[src/rtl/pc_pkg.sv]
// Shared types for the picoMIPS fetch stage: default address type and next-PC select codes.
package pc_pkg;

    localparam int P_SIZE = 5;

    typedef logic [P_SIZE-1:0] address_t;

    typedef enum logic [2:0] {
        PC_INC,
        PC_BRANCH,
        PC_JUMP,
        PC_CALL,
        PC_RETURN
    } pc_sel_t;

endpackage

[src/rtl/return_stack.sv]
// Circular LIFO of return addresses. A push when full overwrites the oldest entry;
// a pop when empty is ignored. Pop takes precedence if both are requested.
module return_stack
    import pc_pkg::*;
#(
    parameter int WIDTH       = P_SIZE,
    parameter int STACK_DEPTH = 4
) (
    input  logic                               clk,
    input  logic                               reset,
    input  logic                               push,
    input  logic                               pop,
    input  logic [WIDTH-1:0]                   push_data,
    output logic [WIDTH-1:0]                   top_data,
    output logic [$clog2(STACK_DEPTH+1)-1:0]   depth,
    output logic                               full,
    output logic                               empty
);

    localparam int PTR_W = (STACK_DEPTH > 1) ? $clog2(STACK_DEPTH) : 1;
    localparam int CNT_W = $clog2(STACK_DEPTH + 1);
    localparam logic [PTR_W-1:0] LAST_SLOT = PTR_W'(STACK_DEPTH - 1);
    localparam logic [CNT_W-1:0] FULL_CNT  = CNT_W'(STACK_DEPTH);

    logic [WIDTH-1:0] mem [STACK_DEPTH];
    logic [PTR_W-1:0] wr_ptr;
    logic [PTR_W-1:0] next_ptr;
    logic [PTR_W-1:0] top_ptr;
    logic [CNT_W-1:0] count;

    // wr_ptr names the next free slot, so once full it also points at the oldest entry.
    always_comb begin
        next_ptr = (wr_ptr == LAST_SLOT) ? '0 : wr_ptr + PTR_W'(1);
        top_ptr  = (wr_ptr == '0) ? LAST_SLOT : wr_ptr - PTR_W'(1);
    end

    always_ff @(posedge clk or posedge reset) begin
        if (reset) begin
            wr_ptr <= '0;
            count  <= '0;
        end else if (pop) begin
            if (!empty) begin
                wr_ptr <= top_ptr;
                count  <= count - CNT_W'(1);
            end
        end else if (push) begin
            wr_ptr <= next_ptr;
            if (!full) begin
                count <= count + CNT_W'(1);
            end
        end
    end

    always_ff @(posedge clk) begin
        if (push && !pop) begin
            mem[wr_ptr] <= push_data;
        end
    end

    assign top_data = mem[top_ptr];
    assign depth    = count;
    assign full     = (count == FULL_CNT);
    assign empty    = (count == '0);

endmodule

[src/rtl/pc_fetch_unit.sv]
// Program counter and next-address selection for the picoMIPS fetch stage.
// Define PC_RETURN_STACK_EN to build the call/return stack; otherwise call acts as jump.
module pc_fetch_unit #(
    parameter int P_SIZE      = 5,
    parameter int STACK_DEPTH = 4
) (
    input  logic                             clk,
    input  logic                             reset,
    input  logic                             enableIn,
    input  logic                             branchIn,
    input  logic [P_SIZE-1:0]                offsetIn,
    input  logic                             jumpIn,
    input  logic                             callIn,
    input  logic                             returnIn,
    input  logic [P_SIZE-1:0]                targetIn,
    output logic [P_SIZE-1:0]                addressOut,
    output logic [$clog2(STACK_DEPTH+1)-1:0] stackDepthOut,
    output logic                             stackOverflowOut,
    output logic                             stackUnderflowOut
);

    import pc_pkg::*;

    localparam int CNT_W = $clog2(STACK_DEPTH + 1);

    logic [P_SIZE-1:0] pc;
    logic [P_SIZE-1:0] pc_inc;
    logic [P_SIZE-1:0] pc_branch;
    logic [P_SIZE-1:0] pc_next;
    pc_sel_t           sel;

    assign pc_inc    = pc + P_SIZE'(1);
    // A same-width add is the two's-complement sum modulo 2^P_SIZE, so no explicit sign extension.
    assign pc_branch = pc + offsetIn;

`ifdef PC_RETURN_STACK_EN
    logic [P_SIZE-1:0] stack_top;
    logic [CNT_W-1:0]  stack_depth;
    logic              stack_full;
    logic              stack_empty;
    logic              do_push;
    logic              do_pop;
    logic              overflow;
    logic              underflow;

    always_comb begin
        sel = PC_INC;
        if (returnIn) begin
            sel = PC_RETURN;
        end else if (callIn) begin
            sel = PC_CALL;
        end else if (jumpIn) begin
            sel = PC_JUMP;
        end else if (branchIn) begin
            sel = PC_BRANCH;
        end
    end

    assign do_push = enableIn && (sel == PC_CALL);
    assign do_pop  = enableIn && (sel == PC_RETURN);

    return_stack #(
        .WIDTH      (P_SIZE),
        .STACK_DEPTH(STACK_DEPTH)
    ) u_return_stack (
        .clk      (clk),
        .reset    (reset),
        .push     (do_push),
        .pop      (do_pop),
        .push_data(pc_inc),
        .top_data (stack_top),
        .depth    (stack_depth),
        .full     (stack_full),
        .empty    (stack_empty)
    );

    always_ff @(posedge clk or posedge reset) begin
        if (reset) begin
            overflow  <= 1'b0;
            underflow <= 1'b0;
        end else begin
            if (do_push && stack_full) begin
                overflow <= 1'b1;
            end
            if (do_pop && stack_empty) begin
                underflow <= 1'b1;
            end
        end
    end

    assign stackDepthOut     = stack_depth;
    assign stackOverflowOut  = overflow;
    assign stackUnderflowOut = underflow;
`else
    logic unused_return;
    assign unused_return = returnIn;

    always_comb begin
        sel = PC_INC;
        if (callIn || jumpIn) begin
            sel = PC_JUMP;
        end else if (branchIn) begin
            sel = PC_BRANCH;
        end
    end

    assign stackDepthOut     = '0;
    assign stackOverflowOut  = 1'b0;
    assign stackUnderflowOut = 1'b0;
`endif

    always_comb begin
        case (sel)
            PC_BRANCH: pc_next = pc_branch;
            PC_JUMP:   pc_next = targetIn;
`ifdef PC_RETURN_STACK_EN
            PC_CALL:   pc_next = targetIn;
            PC_RETURN: pc_next = stack_empty ? pc_inc : stack_top;
`endif
            default:   pc_next = pc_inc;
        endcase
    end

    always_ff @(posedge clk or posedge reset) begin
        if (reset) begin
            pc <= '0;
        end else if (enableIn) begin
            pc <= pc_next;
        end
    end

    assign addressOut = pc;

endmodule

[config.mk]
export PLATFORM = sky130hd
export DESIGN_NAME = pc_fetch_unit
export DESIGN_NICKNAME = d
export VERILOG_FILES = /design/src/rtl/pc_pkg.sv /design/src/rtl/return_stack.sv /design/src/rtl/pc_fetch_unit.sv
export SDC_FILE = /design/constraint.sdc
export NUM_CORES = 1
export LEC_CHECK = 0
export BUFFER_PORTS_ARGS = -buffer_cell sky130_fd_sc_hd__buf_4
export CELL_PAD_IN_SITES_DETAIL_PLACEMENT = 2
export CELL_PAD_IN_SITES_GLOBAL_PLACEMENT = 2
export CORE_ASPECT_RATIO = 1.1
export CORE_MARGIN = 2
export CORE_UTILIZATION = 23
export DETAILED_ROUTE_END_ITERATION = 6
export PLACE_DENSITY = 0.78
export SKIP_CTS_REPAIR_TIMING = 1
export SYNTH_ARGS = -nofsm -noshare
export SYNTH_HDL_FRONTEND = slang
export SYNTH_HIERARCHICAL = 1
export SYNTH_SLANG_ARGS = --single-unit
[constraint.sdc]
create_clock -name clk -period 4.2 [get_ports clk]
set_clock_uncertainty 0.15 [all_clocks]
set_input_delay 0.84 -clock clk [delete_from_list [all_inputs] [get_ports clk]]
set_output_delay 0.84 -clock clk [all_outputs]
set_load 0.005 [all_outputs]
; ---- Yosys cells after proc, flatten, opt, wreduce, memory -nomap -nowiden
; Cells that the tools add are included.
[word_totals]
regBits = 5
input_bits = 17
output_inout_bits = 10
word_cells = 9
[op_classes]
addsub = 2
n_eq_ne = 2
n_mux = 3
n_reduce_logical = 1
[op_table]
columns = operator, count
row1 = $pmux W5 S2, 1
row2 = $add A5 B1 Y5 const B, 1
row3 = $add A5 B5 Y5, 1
row4 = $eq A3 B1 Y1 const B, 1
row5 = $eq A3 B2 Y1 const B, 1
row6 = $mux W2, 1
row7 = $logic_or A1 B1 Y1, 1
row8 = $mux W1, 1

; ---- Logic depth before layout (Yosys ltp)
; Gate-level depths: netlist of the first run.
[depth]
word_depth = 4
depth_mapped = 10
depth_no_buf = 10

; ---- Worst setup path after synthesis of the first run
; OpenSTA, ideal clock, no wires.
[synth_path]
kind = input to register
from = in jumpIn
to = reg pc[4] (netlist: addressOut[4])
setup_ps = 126
t_arrival_ps = 2246
required_ps = 3924
slack_ps = 1679
path_stages = 8
n_path_buf = 0
path_cell_list = nor2_4 nand3_1 fa_1 nand2b_1 a21oi_1 xor2_1 a21boi_1 a2bb2oi_1
[synth_via]
elab_chain_cells = 4
elab_cells_between_ends = 5
cone_classes = eq/ne: 2 / mux: 2 / reduce/logical: 1
[synth_lines]
columns = element, line
row1 = "start, declared", pc_fetch_unit.sv:12  ; input logic jumpIn,
row2 = $logic_or A1 B1 Y1 (*), pc_fetch_unit.sv:100  ; if (callIn || jumpIn) begin
row3 = $mux W2 (*), pc_fetch_unit.sv:100
row4 = $eq A3 B2 Y1 / $eq A3 B1 Y1 (equally long branches), pc_fetch_unit.sv:113  ; case (sel)
row5 = $pmux W5 S2 (*), pc_fetch_unit.sv:113
row6 = "end signal, assigned", pc_fetch_unit.sv:128  ; pc <= pc_next;
row7 = "end, declared", pc_fetch_unit.sv:26  ; logic [P_SIZE-1:0] pc;
; Every way passes the cells marked *; elsewhere a longest branch is shown, timed or not.
; A chain may end at the register's enable or synchronous reset.

; ---- Worst setup path in the final report of the first run
; Ends and elaborated chain as after synthesis.

==> summary.md, run 1 <==
| Metric | Value |
|---|---|
| Status | `complete, no violations` |
| GRT Residual Overflow | `0` |
| Util after Layout | `32.9%` |
| DR DRC count | `0` |
| Syn Inst Count | `56` |
| Pwr/cell area | `280 nW/um^2` |
| Peak Freq | `378 MHz` |
| Critical path capture point type | `flip-flop` |
| Yosys cell types | `25` |
| Initial antenna violation count | `0` |
| IO Count | `27` |
| Critical path origin | `jumpIn` |
| Synthesized cell area | `472 um^2` |
| Detailed-route vias per instance | `4.37` |
| CP Class | `in2reg` |
| Worst flop-to-flop path endpoint | `addressOut[4]` |
| Hold Worst Slack | `348 ps` |
| Fin area | `651 um^2` |
| Hold Fails Final Rpt | `0` |
| Clock Latency Late Sink | `240 ps` |
| FP Rows | `17` |
| Via count | `459` |
| Routability cong. | `0.733` |
| WP data required | `4210 ps` |
| Multi-input gate area | `295 um^2` |
| Diode count | `0` |
| First-pass GRT wire length | `2000 um` |
| Post-DP HPWL | `1130 um` |
| Post-synth top area share | `26.5%` |
| Peak supply drop | `0.118 mV` |
| Core ar. | `1980 um^2` |
| RSZ-0062 raised after global routing | `false` |
| Layout cells sized above 1 | `36.4%` |
| Port-buffer cells | `20` |
| Fill count | `242` |
| Sum Neg Setup Slack | `0 ps` |
| H-tree depth | `1` |
| Total CTS buffers | `3` |
| Fin. max-slew vios | `0` |
| Crit path time final | `2650 ps` |
| Largest area contributor in the netlist | `dfrtp_1` |
| Clock sink total | `5` |
| Clock buffer depth | `2` |
| Wire length per cell | `12.2 um` |
| R2R cell count | `8` |
| Clock Root Buffer | `clkbuf_4` |
| Routed wire length | `1280 um` |
| Overall global routing resource usage | `12.1%` |
| Final setup viols | `0` |
| Initial core utilization | `23.8%` |
| Clk slew on worst S/H paths | `40 ps` |
| CP arrival | `2660 ps` |
| Max-cap violations | `0` |
| Startpoint types | `primary input` |
| DP Area | `624 um^2` |
| Die Area | `2430 um^2` |
| Drt first pass iters | `2` |
| Final Power | `182 uW` |
| Die Wd | `47.2 um` |
| Worst hold path type | `in2async` |
| Post-synthesis register bit count | `5` |
| P&R area growth vs syn | `37.9%` |
| FF+latch area | `125 um^2` |
| Leak Pwr | `0.336 nW` |
| RR Startpoint | `addressOut[0]` |
| Largest cells by area after synthesis | `dfrtp_1, ha_1, a21oi_1` |
| Seq/Total Area, Yosys | `26.5%` |
| Yosys warns | `6` |
| Detail Route Antenna Nets | `0` |
| R2r setup slk | `2120 ps` |
| Initial drt markers | `3` |
| Final cycle utilization of the critical path | `63.0%` |
| Pin count of the biggest net entering global routing | `11` |
| Critical path fanouts, max | `9` |
| Max reg flops | `5` |
| Vias in the first global route | `488` |
| Final nets | `100` |
| Die Y | `51.5 um` |
| CTS tree | `built` |
| Syn_area_per_cell | `8.42 um^2` |
==> how the worst max path moves through the flow <==
| stage | endpoint | slack, ps | cells past startpoint |
|---|---|---|---|
| final | addressOut[4] | 1550 | 9 |
| after detailed placement | addressOut[4] | 1270 | 9 |
| after floorplan | addressOut[4] | 1680 | 8 |
| after global placement | addressOut[4] | 1330 | 9 |
| after global routing | addressOut[4] | 1330 | 9 |
| after CTS | addressOut[4] | 1530 | 9 |
==> cells in the mapped netlist <==
cell type  instances
nor2_1             7
xnor2_1            1
nand2b_1           1
nand3_2            1
xor2_1             1
o22ai_1            1
and3_2             2
buf_2              2
a21oi_1            8
or2_2              1
nand3_1            1
a22oi_1            1
conb_1             1
dfrtp_1            5
ha_1               4
nand2_1            1
mux2i_1            2
fa_1               1
a2bb2oi_1          1
nor2_4             1
nand3b_1           1
buf_4              5
a21boi_1           1
a21o_1             1
inv_1              5
==> cells in the final DEF (no fill, tap or decap) <==
master,netlist,final
buf_4,5,20
a21oi_1,8,8
nor2_1,7,7
inv_1,5,5
conb_1,1,5
dfrtp_1,5,5
ha_1,4,4
clkbuf_4,0,3
mux2i_1,2,2
and3_2,2,2
or2_2,1,1
nand2b_1,1,1
a22oi_1,1,1
a21o_1,1,1
xnor2_1,1,1
nor2_4,1,1
nand3_1,1,1
nand3b_1,1,1
nand3_2,1,1
xor2_1,1,1
a21boi_1,1,1
nand2_1,1,1
o22ai_1,1,1
a2bb2oi_1,1,1
fa_1,1,1
clkbuf_1,0,1
==> final cells by class <==
| cell class | instances | share of cell area (%) |
|---|---|---|
| clock buffer | 4 | 4.04 |
| inverter | 5 | 2.88 |
| multi-input combinational | 43 | 45.4 |
| sequential | 5 | 19.2 |
| tap | 28 | 5.38 |
| timing repair buffer | 20 | 23.1 |
==> power by group <==
| group | leakage [nW] | internal [mW] | switching (mW) |
|---|---|---|---|
| registers | 0.0559 | 0.0548 | 0.00622 |
| clock network | 0.0150 | 0.0359 | 0.0198 |
| logic | 0.265 | 0.0357 | 0.0299 |
| total | 0.336 | 0.126 | 0.0559 |
==> through the flow <==
step | cells | setup WS [ps]
after global placement | 101 | 1330
final | 105 | 1550
after global routing | 105 | 1330
after floorplan | 60 | 1680
after CTS | 105 | 1530
after detailed placement | 101 | 1270
==> cells by family (layout without fill, tap and decap cells) <==
family | count (synthesis) | in the layout | synth area share, %
buffers and inverters | 12 | 29 | 14.1
flip-flops | 5 | 5 | 26.5
AO/OA/AOI/OAI | 13 | 13 | 16.4
multiplexers | 2 | 2 | 4.24
adder cells (fa/ha/maj) | 5 | 5 | 14.9
XOR/XNOR | 2 | 2 | 3.71
other | 1 | 5 | 0.795
AND/OR/NAND/NOR | 16 | 16 | 19.4
==> critical path, stage by stage <==
cell and delay, ps:
buf_4 120, nor2_4 230, nand3_1 170, fa_1 430, nand2b_1 180, a21oi_1 190, xor2_1 230, o22ai_1 110
a2bb2oi_1 170
==> per-layer routing <==
| metal | vias up | track usage, % | part of all wire (%) | wire length (um) |
|---|---|---|---|---|
| li1 | 222 | - | - | - |
| met1 | 217 | 12.0 | 37 | 475 |
| met2 | 18 | 20.8 | 55 | 708 |
| met3 | 2 | 3.82 | 6.9 | 89 |
| met4 | 0 | 7.41 | 0.78 | 10 |
| met5 | - | 0 | 0 | 0 |
Note: power is estimated with default switching activity, not from simulation.
==> run 2, diff against run 1 <==
--- a/config.mk
+++ b/config.mk
@@ -5,14 +5,15 @@
 export SDC_FILE = /design/constraint.sdc
 export NUM_CORES = 1
 export LEC_CHECK = 0
+export ABC_AREA = 1
 export BUFFER_PORTS_ARGS = -buffer_cell sky130_fd_sc_hd__buf_4
 export CELL_PAD_IN_SITES_DETAIL_PLACEMENT = 2
 export CELL_PAD_IN_SITES_GLOBAL_PLACEMENT = 2
 export CORE_ASPECT_RATIO = 1.1
 export CORE_MARGIN = 2
-export CORE_UTILIZATION = 23
+export CORE_UTILIZATION = 21
 export DETAILED_ROUTE_END_ITERATION = 6
-export PLACE_DENSITY = 0.78
+export PLACE_DENSITY = 0.74
 export SKIP_CTS_REPAIR_TIMING = 1
 export SYNTH_ARGS = -nofsm -noshare
 export SYNTH_HDL_FRONTEND = slang
==> constraint.sdc (replaced) <==
create_clock -name clk -period 2.5 [get_ports clk]
set_clock_uncertainty 0.15 [all_clocks]
set_input_delay 0.5 -clock clk [delete_from_list [all_inputs] [get_ports clk]]
set_output_delay 0.5 -clock clk [all_outputs]
set_load 0.005 [all_outputs]
==> run 2 against run 1 <==
  * Cell count rose by 23%
  * Sequential share of layout area shrank 1.6 points
  * Routed wire length increased by 21%
  * Highest routed layer unchanged
==> summary.md, run 2 <==
| Metric | Value |
|---|---|
| Status | `complete, no violations` |
| Clk slew on worst S/H paths | `50 ps` |
| Initial drt markers | `1` |
| P&R area growth vs syn | `36.0%` |
| Leak Pwr | `0.390 nW` |
| Top cells by count, synth | `nand2_1, inv_1, nand3_1` |
| Critical path capture point type | `flip-flop` |
| Dpl ws | `178 ps` |
| CP arrival | `2070 ps` |
| IO Count | `27` |
| Post-synthesis register bit count | `5` |
| Layout cells sized above 1 | `28.3%` |
| Hold Fails Final Rpt | `0` |
| Util after Layout | `30.9%` |
| Largest cells by area after synthesis | `dfrtp_1, nand2_1, ha_1` |
| Startpoint types | `primary input` |
| Crit path time final | `2060 ps` |
| Via count | `567` |
| First-pass GRT wire length | `2670 um` |
| RR Startpoint | `addressOut[0]` |
| DR DRC count | `0` |
| Yosys cell types | `21` |
| Detail Route Antenna Nets | `0` |
| FP Rows | `18` |
| Final Power | `306 uW` |
| Share of flip-flops with an asynchronous set or reset | `100%` |
| Peak Freq | `485 MHz` |
| DP Area | `683 um^2` |
| Die Area | `2900 um^2` |
| Pin count of the biggest net entering global routing | `13` |
| RSZ-0062 raised after global routing | `false` |
| Most frequent cells in the layout | `buf_4, nand2_1, inv_1, nand3_1, nor2_1` |
| R2r setup slk | `750 ps` |
| Commonest non-fill, non-tap cell in the layout | `buf_4` |
| Peak supply drop | `0.289 mV` |
| Total CTS buffers | `3` |
| Routability cong. | `0.721` |
| Fin. max-slew vios | `0` |
| Post-synth EDFFs | `0` |
| WP data required | `2510 ps` |
| Max reg flops | `5` |
| Clock sink total | `5` |
| Die Y | `56.3 um` |
| Wire length per cell | `12.0 um` |
| Most common flop cell mapped by yosys | `dfrtp_1` |
| Final setup viols | `0` |
| Routed wire length | `1550 um` |
| Port-buffer cells | `20` |
| Count leader, synth | `nand2_1` |
| Clock buffer depth | `2` |
| Hold Worst Slack | `15.2 ps` |
| Pwr/cell area | `432 nW/um^2` |
| Worst flop-to-flop path endpoint | `addressOut[4]` |
| H-tree depth | `1` |
| Syn_area_per_cell | `6.87 um^2` |
| Largest area contributor in the netlist | `dfrtp_1` |
| CTS tree | `built` |
| Final Non-Filler Cells | `129` |
| Initial core utilization | `22.7%` |
| Final cycle utilization of the critical path | `82.4%` |
| Initial antenna violation count | `0` |
| Clock Root Buffer | `clkbuf_4` |
| Placed Cells | `125` |
| Final nets | `122` |
| Sum Neg Setup Slack | `0 ps` |
| Drt first pass iters | `4` |
| GRT Residual Overflow | `0` |
| Critical path fanouts, max | `4` |
| Post-synth top area share | `24.0%` |
| Max-cap violations | `0` |
| R2R cell count | `9` |
| Setup WS post-layout | `439 ps` |
| Synthesized cell area | `522 um^2` |
| Core ar. | `2300 um^2` |
| Diode count | `0` |
| Overall global routing resource usage | `12.1%` |
| Seq/Total Area, Yosys | `24.0%` |
| Yosys warns | `6` |
| Syn Inst Count | `76` |
| Post-DP HPWL | `1340 um` |
| CP Class | `in2reg` |
| Vias in the first global route | `624` |
| Clock Latency Late Sink | `240 ps` |
| Detailed-route vias per instance | `4.40` |
| Worst hold path type | `in2async` |
| Die Wd | `51.5 um` |
| Fin area | `709 um^2` |
## run 2: worst max path at each step
stage                     slack, ps  startpoint  depth (start not counted)            end
after floorplan                 370      jumpIn                         10  addressOut[1]
after global placement          220      jumpIn                         14  addressOut[4]
after detailed placement        180      jumpIn                         14  addressOut[4]
after CTS                       420      jumpIn                         10  addressOut[1]
after global routing            260      jumpIn                         14  addressOut[4]
final                           440      jumpIn                         10  addressOut[1]
## run 2: cell families (layout without fill, tap and decap cells)
group / count (synthesis) / after routing / share of synthesized area (%)
AOI/OAI and AO/OA: 10 / 10 / 10.1
adders and majority gates: 5 / 5 / 13.4
buffers and inverters: 17 / 36 / 17.3
DFF: 5 / 5 / 24.0
other: 1 / 5 / 0.719
and+or+nand+nor: 38 / 38 / 34.5
## run 2: cell type report
cell class | instances | area [um^2]
Clock buffer | 4 | 26.3
Tap cell | 30 | 37.5
Multi-Input combinational cell | 58 | 322
Inverter | 11 | 41.3
Timing Repair Buffer | 21 | 158
Sequential cell | 5 | 125
Fill cell | 296 | 1590
## run 2: metal layers
metal | share of wire, % | GRT usage [%]
met2 | 53 | 22.2
met3 | 3.3 | 1.60
met5 | 0 | 0
met4 | 1.2 | 4.51
met1 | 43 | 13.9
## run 2: worst max-delay path, cell delays in order
cell and delay (ps):
buf_4 120, nor2_4 130, nand2_4 80, or2_1 220, ha_1 220, inv_1 70, fa_1 420, a21oi_1 160
o21ai_1 80, o21ai_1 80
## run 2: power by group
| group | internal [mW] | switching [mW] | total (mW) |
|---|---|---|---|
| logic | 0.0540 | 0.0567 | 0.111 |
| clock network | 0.0604 | 0.0344 | 0.0949 |
| registers | 0.0911 | 0.00980 | 0.101 |
==> run 3, diff against run 2 <==
--- a/config.mk
+++ b/config.mk
@@ -11,9 +11,9 @@
 export CELL_PAD_IN_SITES_GLOBAL_PLACEMENT = 2
 export CORE_ASPECT_RATIO = 1.1
 export CORE_MARGIN = 2
-export CORE_UTILIZATION = 21
+export CORE_UTILIZATION = 19
 export DETAILED_ROUTE_END_ITERATION = 6
-export PLACE_DENSITY = 0.74
+export PLACE_DENSITY = 0.7
 export SKIP_CTS_REPAIR_TIMING = 1
 export SYNTH_ARGS = -nofsm -noshare
 export SYNTH_HDL_FRONTEND = slang
==> constraint.sdc (replaced) <==
create_clock -name clk -period 1.8 [get_ports clk]
set_clock_uncertainty 0.15 [all_clocks]
set_input_delay 0.36 -clock clk [delete_from_list [all_inputs] [get_ports clk]]
set_output_delay 0.36 -clock clk [all_outputs]
set_load 0.005 [all_outputs]
==> run 3 against run 2 <==
  * The run now ends with setup timing left
  * Sequential share of layout area down 1.9 points
  * Count of clock-buffer cells in the layout is the same
  * Register-to-register slack lost 670 ps
  * Critical path depth up 4
  * Setup slack worse by 470 ps
  * Critical path type unchanged
  * Highest routed layer unchanged
==> summary.md, run 3 (synthesis results as in run 2) <==
| Metric | Value |
|---|---|
| Setup WS post-layout | `-26.2 ps` |
| Port-buffer cells | `20` |
| Die Wd | `54.0 um` |
| Worst hold path type | `in2reg` |
| Critical Path, Cell by Cell | `buf_6 > nor2_4 > nand2_4 > or2_1 > ha_2 > inv_2 > fa_2 > inv_2 > nand3_2 > nand3_2 > nand3_2 > nand3_2 > nand2_1 > nand2_1` |
| Hold path depth | `2` |
| Critical path fanouts, max | `4` |
| H-tree depth | `1` |
| IO Count | `27` |
| Final Power | `451 uW` |
| Fin. max-slew vios | `0` |
| P&R area growth vs syn | `52.0%` |
| Detail Route Antenna Nets | `0` |
| RSZ-0062 raised after global routing | `true` |
| R2R cell count | `9` |
| Placed Cells | `130` |
| Drt first pass iters | `2` |
| Met3 usage | `0.761%` |
| Clock buffer depth | `2` |
| Critical path capture point type | `flip-flop` |
| GRT busiest layer | `met2` |
| Routed wire length | `1640 um` |
| Leak Pwr | `0.424 nW` |
| Max-cap violations | `0` |
| First-pass GRT wire length | `2560 um` |
| CTS tree | `built` |
| Initial antenna violation count | `0` |
| Final nets | `128` |
| Max reg flops | `5` |
| NetSw | `151 uW` |
| Clock Root Buffer | `clkbuf_4` |
| Initial drt markers | `4` |
| Peak supply drop | `0.184 mV` |
| Clock sink total | `5` |
| Clk slew on worst S/H paths | `40 ps` |
| Wire length per cell | `12.0 um` |
| Core ar. | `2540 um^2` |
| Crit-path slowest cell | `fa_2` |
| Post-DP HPWL | `1370 um` |
| Status | `finished with violations` |
| Met2 capacity usage during global routing | `19.0%` |
| Combinational Power Share | `39.0%` |
| DR DRC count | `0` |
| Total CTS buffers | `3` |
| FP Rows | `19` |
| Final Non-Filler Cells | `136` |
| Part of the power in the clock network | `29.7%` |
| Crit-path most repeated cell | `nand3_2` |
| Max stage delay on crit path | `250 ps` |
| Sequential power share | `31.3%` |
| Int Pwr | `300 uW` |
| Diode count | `0` |
| Initial core utilization | `20.5%` |
| Die Y | `59.0 um` |
| Layout cells sized above 1 | `40.0%` |
| Met1 Usage GRT | `13.2%` |
| CP arrival | `1810 ps` |
| Pwr/cell area | `569 nW/um^2` |
| Detailed-route vias per instance | `4.37` |
| Util after Layout | `31.2%` |
| Failing checks | `setup timing` |
| Via count | `594` |
| Crit path time final | `1830 ps` |
| Sw Ratio | `33.5%` |
| Overall global routing resource usage | `11.5%` |
| Pin count of the biggest net entering global routing | `13` |
| Hold Fails Final Rpt | `0` |
| Peak Freq | `548 MHz` |
| CP Class | `in2reg` |
| Startpoint types | `primary input` |
| GRT Residual Overflow | `0` |
| Hold Worst Slack | `171 ps` |
| FF+latch area | `125 um^2` |
| Final setup viols | `1` |
| Clock Latency Late Sink | `250 ps` |
| Multi-input gate area | `349 um^2` |
| Fill count | `330` |
| Routability cong. | `0.737` |
| Commonest non-fill, non-tap cell in the layout | `buf_4` |
| WP data required | `1790 ps` |
| Die Area | `3180 um^2` |
| Final cycle utilization of the critical path | `101%` |
| Vias in the first global route | `625` |
| Most frequent cells in the layout | `buf_4, nand2_1, inv_1, nor2_1` |
-- run 3: cell types whose count changed in the layout (fill, tap and decap cells not counted), sizes merged --
cell,previous run,this run
buf,21,26
dlygate4sd3,0,1
-- run 3: per-layer routing --
layer	wire length [um]	share of wire, %
met4	57	3.5
met2	851	52
met3	87	5.3
met1	639	39
met5	0	0
-- run 3: worst max-delay path, delay by kind of cell --
kind,cells,cell delay [ps]
and+or+nand+nor,9,810
adders and majority gates,2,440
buffers and inverters,3,210
-- run 3: final cells by class --
class | count | area share, %
tap | 31 | 4.89
sequential | 5 | 15.8
inverter | 11 | 5.21
clock buffer | 4 | 3.31
multi-input combinational | 58 | 44.0
timing repair buffer | 27 | 26.8
-- run 3: final timing paths --
path | end | startpoint | slack [ps]
max in group asynchronous | addressOut[4] | reset | 910
hold reg to reg | addressOut[2] | addressOut[2] | 400
min in group asynchronous | addressOut[2] | reset | 420
hold / removal | addressOut[1] | enableIn | 170
setup / recovery | addressOut[4] | jumpIn | -30
setup reg to reg | addressOut[4] | addressOut[0] | 80
-- run 3: stage by stage --
stage          setup slack [ps]  instance area [um^2]  TNS [ps]
6_report                  -26.2                   793     -26.2
5_1_grt                    -115                   793      -310
4_1_cts                   -75.5                   743     -83.4
3_5_place_dp               -323                   717     -1030
3_3_place_gp               -307                   717      -938
2_1_floorplan              -143                   539      -339
-- run 3: power groups by stage --
stage               Clock, mW  Combinational (mW)  Sequential [mW]
CTS                     0.140               0.166            0.142
detailed placement          0               0.165            0.143
floorplan                   0              0.0893            0.141
finish                  0.134               0.176            0.141
global placement            0               0.158            0.143
global route            0.143               0.199            0.144
